**src/rtl/multicycle_control.sv**
```systemverilog
// Multicycle control FSM for the 16-bit TSC ISA: sequences IF/ID/EX/MEM/WB,
// drives datapath selects and counts retired instructions.
module multicycle_control (
  input  logic        clk,
  input  logic        reset_n,
  input  logic [15:0] instr,
  input  logic        mem_ready,
  input  logic        branch_cond,
  output logic        i_mem_read,
  output logic        d_mem_read,
  output logic        d_mem_write,
  output logic        ir_write,
  output logic        pc_write,
  output logic        reg_write,
  output logic [1:0]  pc_src,
  output logic [1:0]  reg_dst,
  output logic [1:0]  wb_src,
  output logic        ext_mode,
  output logic        alu_src_b,
  output logic [2:0]  state,
  output logic [15:0] num_inst,
  output logic        wwd_valid,
  output logic        is_halted
);

  typedef enum logic [2:0] {
    S_IF   = 3'd0,
    S_ID   = 3'd1,
    S_EX   = 3'd2,
    S_MEM  = 3'd3,
    S_WB   = 3'd4,
    S_HALT = 3'd5
  } state_t;

  state_t      state_r, next_state_s;
  logic [15:0] num_inst_r;
  logic        retire_s;
  logic [3:0]  opcode_s;
  logic [5:0]  func_s;
  logic        is_branch_s, is_imm_s, is_lwd_s, is_swd_s, is_jmp_s, is_jal_s;
  logic        is_rtype_s, is_jpr_s, is_jrl_s, is_wwd_s, is_hlt_s, is_undef_s;
  logic        i_mem_read_s, d_mem_read_s, d_mem_write_s, ir_write_s;
  logic        pc_write_s, reg_write_s, wwd_valid_s, is_halted_s;
  logic [1:0]  pc_src_s, reg_dst_s, wb_src_s;

  assign opcode_s = instr[15:12];
  assign func_s   = instr[5:0];

  // Instruction class decode from the current IR contents
  always_comb begin
    is_branch_s = (opcode_s <= 4'd3);
    is_imm_s    = (opcode_s >= 4'd4) && (opcode_s <= 4'd6);
    is_lwd_s    = (opcode_s == 4'd7);
    is_swd_s    = (opcode_s == 4'd8);
    is_jmp_s    = (opcode_s == 4'd9);
    is_jal_s    = (opcode_s == 4'd10);
    is_rtype_s  = 1'b0;
    is_jpr_s    = 1'b0;
    is_jrl_s    = 1'b0;
    is_wwd_s    = 1'b0;
    is_hlt_s    = 1'b0;
    is_undef_s  = 1'b0;
    if (opcode_s == 4'd15) begin
      is_rtype_s = (func_s <= 6'd7);
      is_jpr_s   = (func_s == 6'd25);
      is_jrl_s   = (func_s == 6'd26);
      is_wwd_s   = (func_s == 6'd28);
      is_hlt_s   = (func_s == 6'd29);
      is_undef_s = !((func_s <= 6'd7) || (func_s == 6'd25) || (func_s == 6'd26) ||
                     (func_s == 6'd28) || (func_s == 6'd29));
    end else begin
      is_undef_s = (opcode_s >= 4'd11);
    end
  end

  // Next-state, retire and per-state control decode
  always_comb begin
    next_state_s  = state_r;
    retire_s      = 1'b0;
    i_mem_read_s  = 1'b0;
    d_mem_read_s  = 1'b0;
    d_mem_write_s = 1'b0;
    ir_write_s    = 1'b0;
    pc_write_s    = 1'b0;
    reg_write_s   = 1'b0;
    wwd_valid_s   = 1'b0;
    is_halted_s   = 1'b0;
    pc_src_s      = 2'd0;
    reg_dst_s     = 2'd0;
    wb_src_s      = 2'd0;
    case (state_r)
      S_IF: begin
        i_mem_read_s = 1'b1;
        if (mem_ready) begin
          ir_write_s   = 1'b1;
          next_state_s = S_ID;
        end else begin
          next_state_s = S_IF;
        end
      end
      S_ID: begin
        if (is_hlt_s) begin
          next_state_s = S_HALT;
        end else if (is_jmp_s) begin
          pc_write_s   = 1'b1;
          pc_src_s     = 2'd2;
          retire_s     = 1'b1;
          next_state_s = S_IF;
        end else if (is_undef_s) begin
          pc_write_s   = 1'b1;
          retire_s     = 1'b1;
          next_state_s = S_IF;
        end else begin
          next_state_s = S_EX;
        end
      end
      S_EX: begin
        if (is_lwd_s || is_swd_s) begin
          next_state_s = S_MEM;
        end else if (is_branch_s || is_wwd_s || is_jpr_s) begin
          pc_write_s   = 1'b1;
          pc_src_s     = is_jpr_s ? 2'd3 : ((is_branch_s && branch_cond) ? 2'd1 : 2'd0);
          wwd_valid_s  = is_wwd_s;
          retire_s     = 1'b1;
          next_state_s = S_IF;
        end else begin
          next_state_s = S_WB;
        end
      end
      S_MEM: begin
        d_mem_read_s  = is_lwd_s;
        d_mem_write_s = !is_lwd_s;
        if (!mem_ready) begin
          next_state_s = S_MEM;
        end else if (is_lwd_s) begin
          next_state_s = S_WB;
        end else begin
          pc_write_s   = 1'b1;
          retire_s     = 1'b1;
          next_state_s = S_IF;
        end
      end
      S_WB: begin
        reg_write_s  = 1'b1;
        pc_write_s   = 1'b1;
        retire_s     = 1'b1;
        next_state_s = S_IF;
        if (is_jal_s || is_jrl_s) begin
          reg_dst_s = 2'd2;
          wb_src_s  = 2'd2;
          pc_src_s  = is_jrl_s ? 2'd3 : 2'd2;
        end else if (is_lwd_s) begin
          wb_src_s = 2'd1;
        end else if (is_rtype_s) begin
          reg_dst_s = 2'd1;
        end else begin
          reg_dst_s = 2'd0;
        end
      end
      S_HALT: begin
        is_halted_s  = 1'b1;
        next_state_s = S_HALT;
      end
      default: begin
        next_state_s = S_IF;
      end
    endcase
  end

  // State register and retired-instruction counter
  always_ff @(posedge clk or negedge reset_n) begin
    if (!reset_n) begin
      state_r    <= S_IF;
      num_inst_r <= 16'd0;
    end else begin
      state_r <= next_state_s;
      if (retire_s) begin
        num_inst_r <= num_inst_r + 16'd1;
      end else begin
        num_inst_r <= num_inst_r;
      end
    end
  end

  // Reset must silence the controls even though the state is already IF
  assign i_mem_read  = reset_n & i_mem_read_s;
  assign d_mem_read  = reset_n & d_mem_read_s;
  assign d_mem_write = reset_n & d_mem_write_s;
  assign ir_write    = reset_n & ir_write_s;
  assign pc_write    = reset_n & pc_write_s;
  assign reg_write   = reset_n & reg_write_s;
  assign wwd_valid   = reset_n & wwd_valid_s;
  assign is_halted   = reset_n & is_halted_s;
  assign pc_src      = reset_n ? pc_src_s  : 2'd0;
  assign reg_dst     = reset_n ? reg_dst_s : 2'd0;
  assign wb_src      = reset_n ? wb_src_s  : 2'd0;
  assign ext_mode    = is_jmp_s || is_jal_s;
  assign alu_src_b   = (opcode_s >= 4'd4) && (opcode_s <= 4'd8);
  assign state       = state_r;
  assign num_inst    = num_inst_r;

endmodule

```
**config.mk**
```make
export PLATFORM = sky130hd
export DESIGN_NAME = multicycle_control
export DESIGN_NICKNAME = d
export VERILOG_FILES = /design/src/rtl/multicycle_control.sv
export SDC_FILE = /design/constraint.sdc
export NUM_CORES = 1
export LEC_CHECK = 0
export CORE_ASPECT_RATIO = 1.25
export CORE_MARGIN = 4
export CORE_UTILIZATION = 45
export CTS_BUF_LIST = sky130_fd_sc_hd__clkbuf_8 sky130_fd_sc_hd__clkbuf_16
export DETAILED_ROUTE_END_ITERATION = 6
export PLACE_DENSITY = 0.78
export SYNTH_ARGS = -nofsm -noshare
export SYNTH_HDL_FRONTEND = slang
export SYNTH_SLANG_ARGS = --single-unit
```
**constraint.sdc**
```tcl
create_clock -name clk -period 2.3 [get_ports clk]
set_input_delay 0.46 -clock clk [delete_from_list [all_inputs] [get_ports clk]]
set_output_delay 0.46 -clock clk [all_outputs]
set_load 0.03 [all_outputs]
```
==> impl_metrics.csv <==
group,metric,value,unit
status,status,"complete, but fails checks",
status,violations,"setup timing",
synthesis,synthTopCellsByArea,"dfrtp_1 32%, xor2_1 8.1%, nand3_1 4.3%",
die,die-area,0.004343,mm2
die,die_h,72.69,um
sta,min_period,2.312,ns
synthesis,ys_seq_elements,19,
critical_path,reg2regPathDepth,8,
finish,multi_input_area,0.001080,mm2
pwr,p_leak,1.047,nW
critical_path,rrSetupSlack,0.06,ns
synthesis,yosysTopAreaCell,"dfrtp_1",
detailed_routing,vias_per_cell,5.669,
global_routing,grt_max_degree,15,
sta,hold_viol_final,0,
placement,port_buffers,48,
worst_hold_path,min_path_type,"primary input to async pin",
sta,hold_ws,0.3832,ns
detailed_routing,drt_first_pass_iters,4,
synthesis,async_flop_share,100.0,%
finish,fin_util,77.14,%
clocking,clockBufferDepth,2,
clocking,cts_tree,"yes",
sta,fin_ws,-0.01175,ns
critical_path,cpMaxStageDelayCell,"dfrtp_2",
critical_path,cp_max_fo,4,
finish,diodes,0,
sta,setup_viol,2,
critical_path,end_kind,"primary output",
synthesis,synth_area,0.001506,mm2
placement,finalWeightedCongestion,0.9027,
sta,max_clock_freq,432.6,MHz
critical_path,start_kind,"flip-flop",
critical_path,path_buf_inv,2,
sta,tightest_slew,0.4608,ns
clocking,clk_pin_slew,0.07,ns
critical_path,cp_top_family,"simple AND/OR/NAND/NOR gates",
clocking,htreeDepth,1,
synthesis,synth-edff-count,0,
die,start_util,46.74,%
detailed_routing,drc,0,
global_routing,grt_use_total,22.62,%
critical_path,crit_required,1.84,ns
critical_path,worstPathCellList,"buf_4 > or3b_4 > o211ai_2 > o311ai_4 > nand2_2 > and2_4 > buf_6",
finish,regArea,476.7,um2
detailed_routing,ant_nets,0,
clocking,cts_inserted_buffers,3,
finish,fill_cells,227,
synthesis,ys_types,50,
pwr,irDropWorstVdd,0.7729,mV
finish,area_growth,65.03,%
flow_run,maxCapViolCount,0,
critical_path,worstSetupPathType,"flip-flop to primary output",
sta,rsz0062_at_grt,"yes",
detailed_routing,vias,1661,
global_routing,grt_pass1_wl,7.479,mm
finish,nets,278,
sta,relSlewSlack,69.15,%
detailed_routing,drt-initial-drc-count,70,
die,rows,23,
detailed_routing,wire_per_inst,16.84,um
synthesis,synth-warning-count,0,
critical_path,reg2reg_from,"state[1]",
finish,layout-drive-gt1-share,44.53,%
global_routing,antenna_found_initial,0,
synthesis,ys_seq_area_share,31.56,%
detailed_routing,drt_wl_total,4.934,mm
sta,maxSlewViolCount,0,
clocking,clk_latency,0.26,ns
global_routing,grt-ovfl-total,0,
die,die_w,59.75,um
placement,dpl.hpwl,3.806,mm
sta,final.period_utilization,100.5,%
pwr,power_density,889.9,mW/mm2
sta,fin_skew,0.005687,ns
synthesis,syn_inst,167,
pwr,power,2.212,mW
die,core,0.003223,mm2
synthesis,synth.top_cell.area_share,31.56,%
critical_path,max_stage_delay,0.44,ns
clocking,cts_num_sinks,19,
clocking,clockRootBuffer,"clkbuf_8",
synthesis,synth_flop_cell,"dfrtp_1",
critical_path,worst_r2r_endpoint,"num_inst[15]",
placement,post-place-ws,-0.8682,ns
critical_path,cp.arrival,1.85,ns
synthesis,syn_area_per_cell,9.021,um2
die,io-pin-count,55,
global_routing,grt_pass1_vias,1645,
synthesis,syn_nets,188,
[Yosys cell counts (2+ instances only)]
cell type / n
inv_1: 8
a31oi_1: 2
xor2_1: 14
a21oi_1: 6
buf_6: 4
nor3_1: 5
nand2b_1: 3
o21ai_0: 4
xnor2_1: 4
nand2_1: 15
clkbuf_1: 2
a21o_1: 2
buf_4: 3
nand4_1: 5
o31ai_1: 2
nand3_1: 13
a211oi_2: 5
a2111oi_2: 3
nor3b_1: 2
nor2_1: 15
dfrtp_1: 19
and2_1: 2
nand4b_1: 2
[flip-flops by register name, indices dropped and copies added, names as in the netlist]
| name | flops |
|---|---|
| num_inst | 16 |
| state | 3 |
[per-stage QoR]
step / cells / TNS, ns / instance area (um2)
floorplan: 167 / 0 / 1518
global placement: 278 / -4.082 / 2203
detailed placement: 278 / -5.511 / 2203
CTS: 285 / 0 / 2384
global route: 293 / -0.1836 / 2486
finish: 293 / -0.02297 / 2486
[layout make-up]
cell class	count	area share, %
repair buffers	97	32.46
clock inverters	1	0.2013
inverters	8	1.208
multi-input cells	128	43.43
clock buffers	3	1.661
well taps	37	1.862
flip-flops and latches	19	19.17
[logic make-up after synthesis]
kind of cell             after synthesis  synth area share (%)
flip-flops                            19                 31.56
AND/OR/NAND/NOR                       74                 28.07
adder cells (fa/ha/maj)                1                0.8304
buffers and inverters                 20                 7.889
AO/OA/AOI/OAI                         34                 20.43
XOR/XNOR                              18                 10.47
multiplexers                           1                0.7475
[repair_timing]
item                       4_1_cts  5_1_grt
pin swaps                       14        8
hold buffers                     0        0
gates resized for setup         58       13
gates cloned                     0        0
setup endpoints to repair       11        5
buffers inserted                 3        8
[power by group]
| part | switching, mW | internal, mW |
|---|---|---|
| Combinational | 0.782 | 0.650 |
| Sequential | 0.123 | 0.427 |
| Clock | 0.110 | 0.121 |
| Total | 1.02 | 1.20 |
[layer usage]
metal  part of all wire (%)  track usage (%)  wire length (um)  vias up
met5                      0                0                 0        -
met4                    4.3            12.32               214        0
met3                    5.5            2.124               273       20
met2                     57            44.95              2793       76
met1                     33            21.43              1652      789
li1                       -                -                 -      776
[cells in the final DEF, fill, tap and decap left out, types with 2 or more instances in the layout]
master	n
buf_4	57
clkdlybuf4s50_1	21
dfrtp_1	18
xor2_1	14
nor2_1	13
nand2_1	13
nand3_1	11
buf_6	8
inv_1	7
nand4_1	5
a21oi_1	5
dlygate4sd2_1	5
o21ai_0	4
nor3_1	4
a211oi_2	4
buf_2	4
nand2b_1	3
xnor2_1	3
a2111oi_2	3
clkbuf_8	3
nand4b_1	2
nand2_2	2
nor3_4	2
nand3_2	2
a21o_1	2
[how the worst max path moves through the flow]
stage | start | to | slack (ns) | cells after the start
global route | state[0] | pc_src[1] | -0.06 | 5
detailed placement | instr[13] | pc_write | -0.87 | 7
global placement | instr[13] | pc_write | -0.78 | 7
floorplan | state[2] | pc_src[1] | 0.005 | 5
CTS | state[1] | pc_src[1] | 0.00007 | 5
finish | state[1] | pc_write | -0.01 | 7
(Power assumes the default switching activity.)
